## src/rtl/logs_serial_map.sv

```systemverilog
// Bit-serial logistic-map iterator: x' = r*x*(1-x) in fixed point, with both
// products computed on one shift-add accumulator and a programmable idle gap.
module logs_serial_map #(
    parameter int FRAC     = 8,
    parameter int X_INIT   = 1 << (FRAC - 1),
    parameter int ITER_DIV = 2000
) (
    input  logic              clk,
    input  logic              reset,
    input  logic [FRAC+1:0]   r,
    output logic [FRAC-1:0]   x,
    output logic              next_ready
);

    localparam int AW = 2 * FRAC + 2;
    localparam int CW = $clog2(FRAC + 2);
    localparam int DW = (ITER_DIV > 1) ? $clog2(ITER_DIV) : 1;
    localparam logic [FRAC-1:0] X_MAX = {FRAC{1'b1}};

    typedef enum logic [2:0] {
        S_LOAD = 3'd0,
        S_MUL1 = 3'd1,
        S_MUL2 = 3'd2,
        S_DONE = 3'd3,
        S_WAIT = 3'd4
    } state_t;

    state_t          state_q;
    logic [FRAC-1:0] x_q;
    logic            next_ready_q;
    logic [FRAC+1:0] r_l_q;
    logic [AW-1:0]   mcand_q;
    logic [FRAC+1:0] mplier_q;
    logic [AW-1:0]   acc_q;
    logic [CW-1:0]   cnt_q;
    logic [DW-1:0]   wait_q;

    logic [AW-1:0]   acc_d;
    logic [FRAC:0]   b_init_s;
    logic [FRAC+1:0] n_s;

    // Shared adder for both products, plus the 1-x multiplier and the scaled result.
    always_comb begin
        acc_d    = acc_q;
        b_init_s = {1'b1, {FRAC{1'b0}}} - {1'b0, x_q};
        n_s      = acc_q[AW-1:FRAC];
        if (mplier_q[0]) begin
            acc_d = acc_q + mcand_q;
        end else begin
            acc_d = acc_q;
        end
    end

    // Iteration FSM; the second product reuses the accumulator after the first finishes.
    always_ff @(posedge clk or posedge reset) begin
        if (reset) begin
            state_q      <= S_LOAD;
            x_q          <= FRAC'(X_INIT);
            next_ready_q <= 1'b0;
            r_l_q        <= '0;
            mcand_q      <= '0;
            mplier_q     <= '0;
            acc_q        <= '0;
            cnt_q        <= '0;
            wait_q       <= '0;
        end else begin
            next_ready_q <= 1'b0;
            case (state_q)
                S_LOAD: begin
                    r_l_q    <= r;
                    mcand_q  <= AW'(x_q);
                    mplier_q <= {1'b0, b_init_s};
                    acc_q    <= '0;
                    cnt_q    <= '0;
                    state_q  <= S_MUL1;
                end
                S_MUL1: begin
                    if (cnt_q == CW'(FRAC)) begin
                        mcand_q  <= AW'(acc_d[AW-1:FRAC]);
                        mplier_q <= r_l_q;
                        acc_q    <= '0;
                        cnt_q    <= '0;
                        state_q  <= S_MUL2;
                    end else begin
                        acc_q    <= acc_d;
                        mcand_q  <= mcand_q << 1;
                        mplier_q <= mplier_q >> 1;
                        cnt_q    <= cnt_q + CW'(1);
                    end
                end
                S_MUL2: begin
                    acc_q    <= acc_d;
                    mcand_q  <= mcand_q << 1;
                    mplier_q <= mplier_q >> 1;
                    if (cnt_q == CW'(FRAC + 1)) begin
                        cnt_q   <= '0;
                        state_q <= S_DONE;
                    end else begin
                        cnt_q   <= cnt_q + CW'(1);
                    end
                end
                S_DONE: begin
                    // A zero result would lock the map at zero, so restart from X_INIT.
                    if (n_s == '0) begin
                        x_q <= FRAC'(X_INIT);
                    end else if (n_s[FRAC+1:FRAC] != 2'b00) begin
                        x_q <= X_MAX;
                    end else begin
                        x_q <= n_s[FRAC-1:0];
                    end
                    next_ready_q <= 1'b1;
                    if (ITER_DIV == 0) begin
                        state_q <= S_LOAD;
                    end else begin
                        wait_q  <= DW'(ITER_DIV - 1);
                        state_q <= S_WAIT;
                    end
                end
                S_WAIT: begin
                    if (wait_q == '0) begin
                        state_q <= S_LOAD;
                    end else begin
                        wait_q  <= wait_q - DW'(1);
                    end
                end
                default: begin
                    state_q <= S_LOAD;
                end
            endcase
        end
    end

    assign x          = x_q;
    assign next_ready = next_ready_q;

endmodule

```

## config.mk

```make
export PLATFORM = sky130hd
export DESIGN_NAME = logs_serial_map
export DESIGN_NICKNAME = d
export VERILOG_FILES = /design/src/rtl/logs_serial_map.sv
export SDC_FILE = /design/constraint.sdc
export NUM_CORES = 1
export LEC_CHECK = 0
export CORE_MARGIN = 10
export CORE_UTILIZATION = 30
export CTS_CLUSTER_SIZE = 25
export DETAILED_ROUTE_END_ITERATION = 6
export PLACE_DENSITY = 0.47
export RECOVER_POWER = 100
export SETUP_SLACK_MARGIN = 0.5
export SYNTH_ARGS = -nofsm -noshare
export SYNTH_HDL_FRONTEND = slang
export SYNTH_SLANG_ARGS = --single-unit
```

## constraint.sdc

```tcl
create_clock -name clk -period 4.3 [get_ports clk]
set_input_delay 0.86 -clock clk [delete_from_list [all_inputs] [get_ports clk]]
set_output_delay 0.86 -clock clk [all_outputs]
set_load 0.05 [all_outputs]
```

==> flow_summary.yaml, run 1 <==
global_route:
  antenna_found_initial: 0
  grt_pass1_wl_um: 22700
  grt_pass1_vias: 4083
  overflow: 0
  grt_max_degree: 45
  grt_use_total: 0.128
critical_path:
  worst_setup_path_end_kind: "register"
  cp.arrival_ps: 3150
  reg2reg_slack_ps: 1420
  startpoint_type: "register"
  r2r_cells: 9
  worstSetupPathType: "register to register"
  reg2reg_to: "mcand_q[8]"
  r2r_start: "cnt_q[0]"
  critical_path_required_ps: 4570
  cp_max_fo: 13
sta:
  min_period_ps: 2880
  clock-skew-final_ps: 6.70
  clock.fmax_ghz: 0.347
  setup_slack_ps: 1420
  slew_headroom: -0.368
  worstMarginPinSlew_ps: 2040
  setup_viol: 0
  hold_viol: 0
  slew_viol_final: 45
  rsz0062_at_grt: "no"
  period_share: 0.669
  final.setup.tns_ps: 0
cells_and_area:
  multi_input_area_mm2: 0.00268
  mostFrequentLayoutCells: "dfrtp_1 (82), nand2_1 (58), o21ai_0 (47)"
  layout.cells.most_common: "dfrtp_1"
  diodes: 0
  drive_above_1_share: 0.0793
  area_growth_pct: 12.9
  regArea_mm2: 0.00208
  fin_nets: 586
  fillerInstances: 1696
synthesis:
  yosys_most_used_dff: "dfrtp_1"
  ys_ff_latch: 83
  async_flop_share: 1.00
  synth_cells: 535
  ys_warn_count: 0
  syn-num-nets: 571
  synth-edff-count: 0
  yosysSeqAreaShare: 0.416
  avgSynthCellArea_um2: 9.35
  syn_area_mm2: 0.00500
  yosysUniqueCellTypes: 76
worst_hold_path:
  worstHoldPathType: "register to register"
  hold_depth: 1
  hold_path.startpoint: "wait_q[0]"
  worst_hold_path.endpoint: "wait_q[0]"
floorplan:
  start_util: 0.304
  die_h_um: 149
  die_area_mm2: 0.0222
  rows: 47
  ioPinCount: 21
  die_w_um: 149
  core_mm2: 0.0165
placement:
  io_buffers: 20
  post-place-ws_ps: 1720
  dp_hpwl_um: 10200
  gp_congestion: 0.872
routing:
  ant_nets: 0
  drt_iter0_markers: 328
  num_vias: 4238
  drc: 0
  viasPerCell: 5.47
  wl_per_cell_um: 18.2
  dr.pass1.iters: 5
  routed_wl_um: 14100
status:
  status: "complete, but fails checks"
  violations: "capacitance limit, slew limit"
cts:
  cts_setup_buffers: 0
  cts_root_buf: "clkbuf_16"
  cts_buffers: 9
  htree_levels: 3
  cts_tree: "done"
  cts_buffer_depth: 2
  insertion_delay_ps: 350
  hold_buffers: 0
  post_cts_resized: 0
  cts.clk_slew.worst_paths_ps: 70
  cts_sinks: 83
power_and_ir_drop:
  combPwrFrac: 0.020
  internal_power_mw: 1.20
  powerDensity_mw_per_mm2: 278
  switchingPower_uw: 373
  pwr-share-clk: 0.478
  power.share.sequential: 0.502
  leakage_nw: 2.49
  netSwitchingFraction: 0.238
  vdd_drop_max_v: 0.000216
flow_run:
  drv_cap: 1
[area by class of cell]
type                       count  area share
clock buffer                  10      0.0406
clock inverter                 6     0.00887
inverter                      22      0.0149
multi-input combinational    406       0.475
sequential                    83       0.368
tap                          220      0.0488
timing repair buffer          28      0.0441
[cell families after synthesis]
family,after synthesis,share of synthesized area
adders and majority gates,24,0.0615
and+or+nand+nor,179,0.183
DFF,83,0.416
xor gates and xnor gates,21,0.0368
buffers and inverters,46,0.0375
muxes,14,0.0305
AOI/OAI and AO/OA,168,0.235
[critical path, cell delays in order (launching register included)]
cell      delay (ps)
dfrtp_1          430
inv_1             90
ha_1             220
nand3b_1         230
nand2_1          120
a21oi_1          720
clkbuf_1         570
a221o_1          250
a21oi_1           40
a31oi_1          130
[synthesized netlist by cell type, types with 2 or more instances]
master	instances	area [um^2]
or4_1	2	15.0
and4_1	3	26.3
o21ai_1	2	10.0
mux2i_1	4	40.0
a41oi_1	2	17.5
clkbuf_1	11	41.3
o2bb2ai_1	2	17.5
xnor2_1	14	123
a32o_1	3	30.0
mux2_2	10	113
nand3_1	14	70.1
inv_1	22	82.6
xor2_1	7	61.3
a21oi_1	32	160
a31oi_1	5	31.3
nor4_1	5	31.3
a221oi_1	6	52.6
and3_1	3	18.8
o31ai_1	5	37.5
a221o_1	3	30.0
a41o_1	2	20.0
nand3b_1	3	22.5
nand4_1	6	37.5
nor3_1	12	60.1
nor2b_1	6	37.5
o21a_1	2	15.0
buf_2	12	60.1
ha_1	23	288
a222oi_1	7	70.1
nand2_1	58	218
a211oi_1	2	15.0
o21ai_0	45	225
o211ai_1	6	45.0
o21bai_1	2	15.0
and2_1	3	18.8
nor2_1	40	150
a22o_1	10	87.6
nand2b_1	5	31.3
o2111ai_1	3	26.3
a21o_1	13	97.6
dfrtp_1	82	2050
or3_1	4	25.0
[flip-flops by register name, summed over array words and instances (netlist names)]
signal and flops:
x 8, mcand_q 18, mplier_q 10, next_ready 1, r_l_q 10, state_q 3
wait_q 11, acc_q 18, cnt_q 4
[layer usage]
layer / global-route usage / part of all wire / up-vias
li1: - / - / 2019
met1: 0.176 / 0.48 / 2101
met2: 0.195 / 0.45 / 100
met3: 0.0376 / 0.059 / 18
met4: 0.0280 / 0.012 / 0
met5: 0 / 0 / -
[stage by stage]
stage,util,instance area (um^2),hold slack [ps],cells,power [mW]
2_1_floorplan,-,5000,440,535,0.817
3_5_place_dp,0.330,5430,471,759,0.836
3_3_place_gp,0.330,5430,455,759,0.835
5_1_grt,0.343,5640,515,775,1.63
6_report,0.343,5640,481,775,1.57
4_1_cts,0.347,5710,485,775,1.59
[power by group through the flow]
stage                     Sequential, mW  Clock (mW)  Combinational [mW]
after floorplan                    0.802           0              0.0156
after global routing               0.788       0.805              0.0364
after CTS                          0.788       0.770              0.0333
final                              0.788       0.751              0.0315
after global placement             0.803           0              0.0327
after detailed placement           0.803           0              0.0335
[how the worst max path moves through the flow]
stage | startpoint | end | slack [ps] | depth (start not counted)
after CTS | x[7] | x[7] | 1630 | 1
after global placement | mcand_q[0] | mcand_q[8] | 1800 | 9
final | cnt_q[0] | mcand_q[8] | 1420 | 9
after floorplan | reset | acc_q[0] | 1300 | 1
after global routing | cnt_q[1] | mcand_q[8] | 1060 | 9
after detailed placement | mcand_q[0] | mcand_q[8] | 1720 | 9
Power figures use the tool's default switching activity.
==> inputs of run 2 (changes only) <==
PLACE_DENSITY = 0.49   (was 0.47)
clock period = 2.5 ns   (was 4.3 ns; I/O delays follow)
==> flow_summary.yaml, run 2 (same netlist as run 1, synthesis figures left out) <==
status:
  status: "finished, final reports clean"
power_and_ir_drop:
  internal_power_mw: 2.25
  pwr-share-clk: 0.510
  power.share.sequential: 0.471
  vdd_drop_max_v: 0.000409
  switchingPower_uw: 620
  powerDensity_mw_per_mm2: 442
  combPwrFrac: 0.019
  leakage_nw: 2.80
  netSwitchingFraction: 0.216
sta:
  clock.fmax_ghz: 0.424
  period_share: 0.943
  min_period_ps: 2360
  hold_viol: 0
  slew_viol_final: 0
  worstMarginPinSlew_ps: 1100
  clock-skew-final_ps: 6.06
  slew_headroom: 0.269
  final.setup.tns_ps: 0
  setup_viol: 0
  setup_slack_ps: 142
  rsz0062_at_grt: "yes"
cts:
  cts_buffer_depth: 2
  cts_tree: "done"
  cts_buffers: 9
  cts.clk_slew.worst_paths_ps: 60
  htree_levels: 3
  insertion_delay_ps: 350
  cts_root_buf: "clkbuf_16"
  cts_sinks: 83
cells_and_area:
  final_cells: 829
  mostFrequentLayoutCells: "dfrtp_1 (74), nand2_1 (56), buf_4 (47)"
  fin_nets: 640
  fillerInstances: 1689
  area_growth_pct: 30.0
  diodes: 0
  multi_input_area_mm2: 0.00308
  top_regs: "acc_q (18), mcand_q (18), wait_q (11)"
  drive_above_1_share: 0.256
  regArea_mm2: 0.00209
  layout.cells.most_common: "dfrtp_1"
critical_path:
  slowest_stage: "or4_1"
  cp_max_fo: 3
  r2r_cells: 9
  critPathTopFamily: "simple AND/OR/NAND/NOR gates"
  path_cells: "ha_2 -> inv_2 -> fa_2 -> and2b_2 -> o2111ai_4 -> a211oi_2 -> nor3_2 -> or4_1 -> a31oi_1"
  worstSetupPathType: "register to register"
  reg2reg_to: "mcand_q[8]"
  critical_path_required_ps: 2770
  cp.arrival_ps: 2620
  r2r_start: "acc_q[0]"
  slowest_delay_ps: 410
  startpoint_type: "register"
  reg2reg_slack_ps: 140
  worst_setup_path_end_kind: "register"
  cp_num_buf_inv: 1
floorplan:
  start_util: 0.304
  die_area_mm2: 0.0222
  rows: 47
  die_w_um: 149
  core_mm2: 0.0165
  die_h_um: 149
  ioPinCount: 21
flow_run:
  drv_cap: 0
routing:
  drc: 0
  wl_per_cell_um: 18.4
  viasPerCell: 5.47
  ant_nets: 0
  drt_iter0_markers: 294
  num_vias: 4537
  dr.pass1.iters: 5
  routed_wl_um: 15300
global_route:
  antenna_found_initial: 0
  grt_use_total: 0.137
  grt_pass1_vias: 4495
  grt_max_degree: 35
  grt_pass1_wl_um: 24400
  overflow: 0
placement:
  gp_congestion: 0.878
  placedCellCount: 780
  io_buffers: 20
  post-place-ws_ps: 43.3
  dp_hpwl_um: 10600
worst_hold_path:
  worstHoldPathType: "register to register"
  worst_hold_path.endpoint: "mplier_q[2]"
  hold_depth: 2
  hold_path.startpoint: "mplier_q[2]"
-- run 2: layer usage --
layer	wire, um	vias up	share of wire	track usage
met2	7190	107	0.47	0.220
met5	0	-	0	0
met3	739	26	0.048	0.0364
li1	-	2123	-	-
met1	7080	2281	0.46	0.178
met4	274	0	0.018	0.0402
-- run 2: power groups by stage --
stage / logic [mW] / clock network, mW / registers, mW
floorplan: 0.0272 / 0 / 1.38
global placement: 0.0630 / 0 / 1.38
detailed placement: 0.0639 / 0 / 1.38
CTS: 0.0641 / 1.50 / 1.36
global route: 0.0613 / 1.56 / 1.35
finish: 0.0532 / 1.47 / 1.36
-- run 2: worst max-delay path by stage --
| stage | depth (start not counted) | to | start |
|---|---|---|---|
| after floorplan | 9 | mcand_q[8] | mcand_q[0] |
| after global placement | 9 | mcand_q[8] | mcand_q[0] |
| after detailed placement | 9 | mcand_q[8] | mcand_q[0] |
| after CTS | 9 | mcand_q[8] | acc_q[0] |
| after global routing | 10 | acc_q[16] | acc_q[0] |
| final | 9 | mcand_q[8] | acc_q[0] |
-- run 2: repair_timing --
action | in CTS | in global routing
hold buffers | 0 | 0
pin swaps | 21 | 35
gates cloned | 1 | 0
setup endpoints to repair | 37 | 31
gates resized for setup | 65 | 46
setup buffers | 15 | 17
-- run 2: final cells by class --
type                       count  area share
tap                          220      0.0423
clock buffer                  11      0.0358
timing repair buffer          82       0.100
inverter                      22      0.0129
multi-input combinational    406       0.474
sequential                    83       0.321
clock inverter                 5      0.0131
-- run 2: through the flow --
step                      hold slack (ps)   util  instance area, um^2  power (mW)
after floorplan                       440      -                 5030        1.41
after detailed placement              471  0.343                 5640        1.44
after CTS                             487  0.384                 6310        2.92
final                                 484  0.395                 6500        2.88
after global routing                  507  0.395                 6500        2.97
after global placement                458  0.343                 5640        1.44
-- run 2: worst min-delay path: cells and delay by family (launching register included) --
kind,cells,cell delay [ps]
compound gates,1,60
flops,1,340
simple gates,1,50
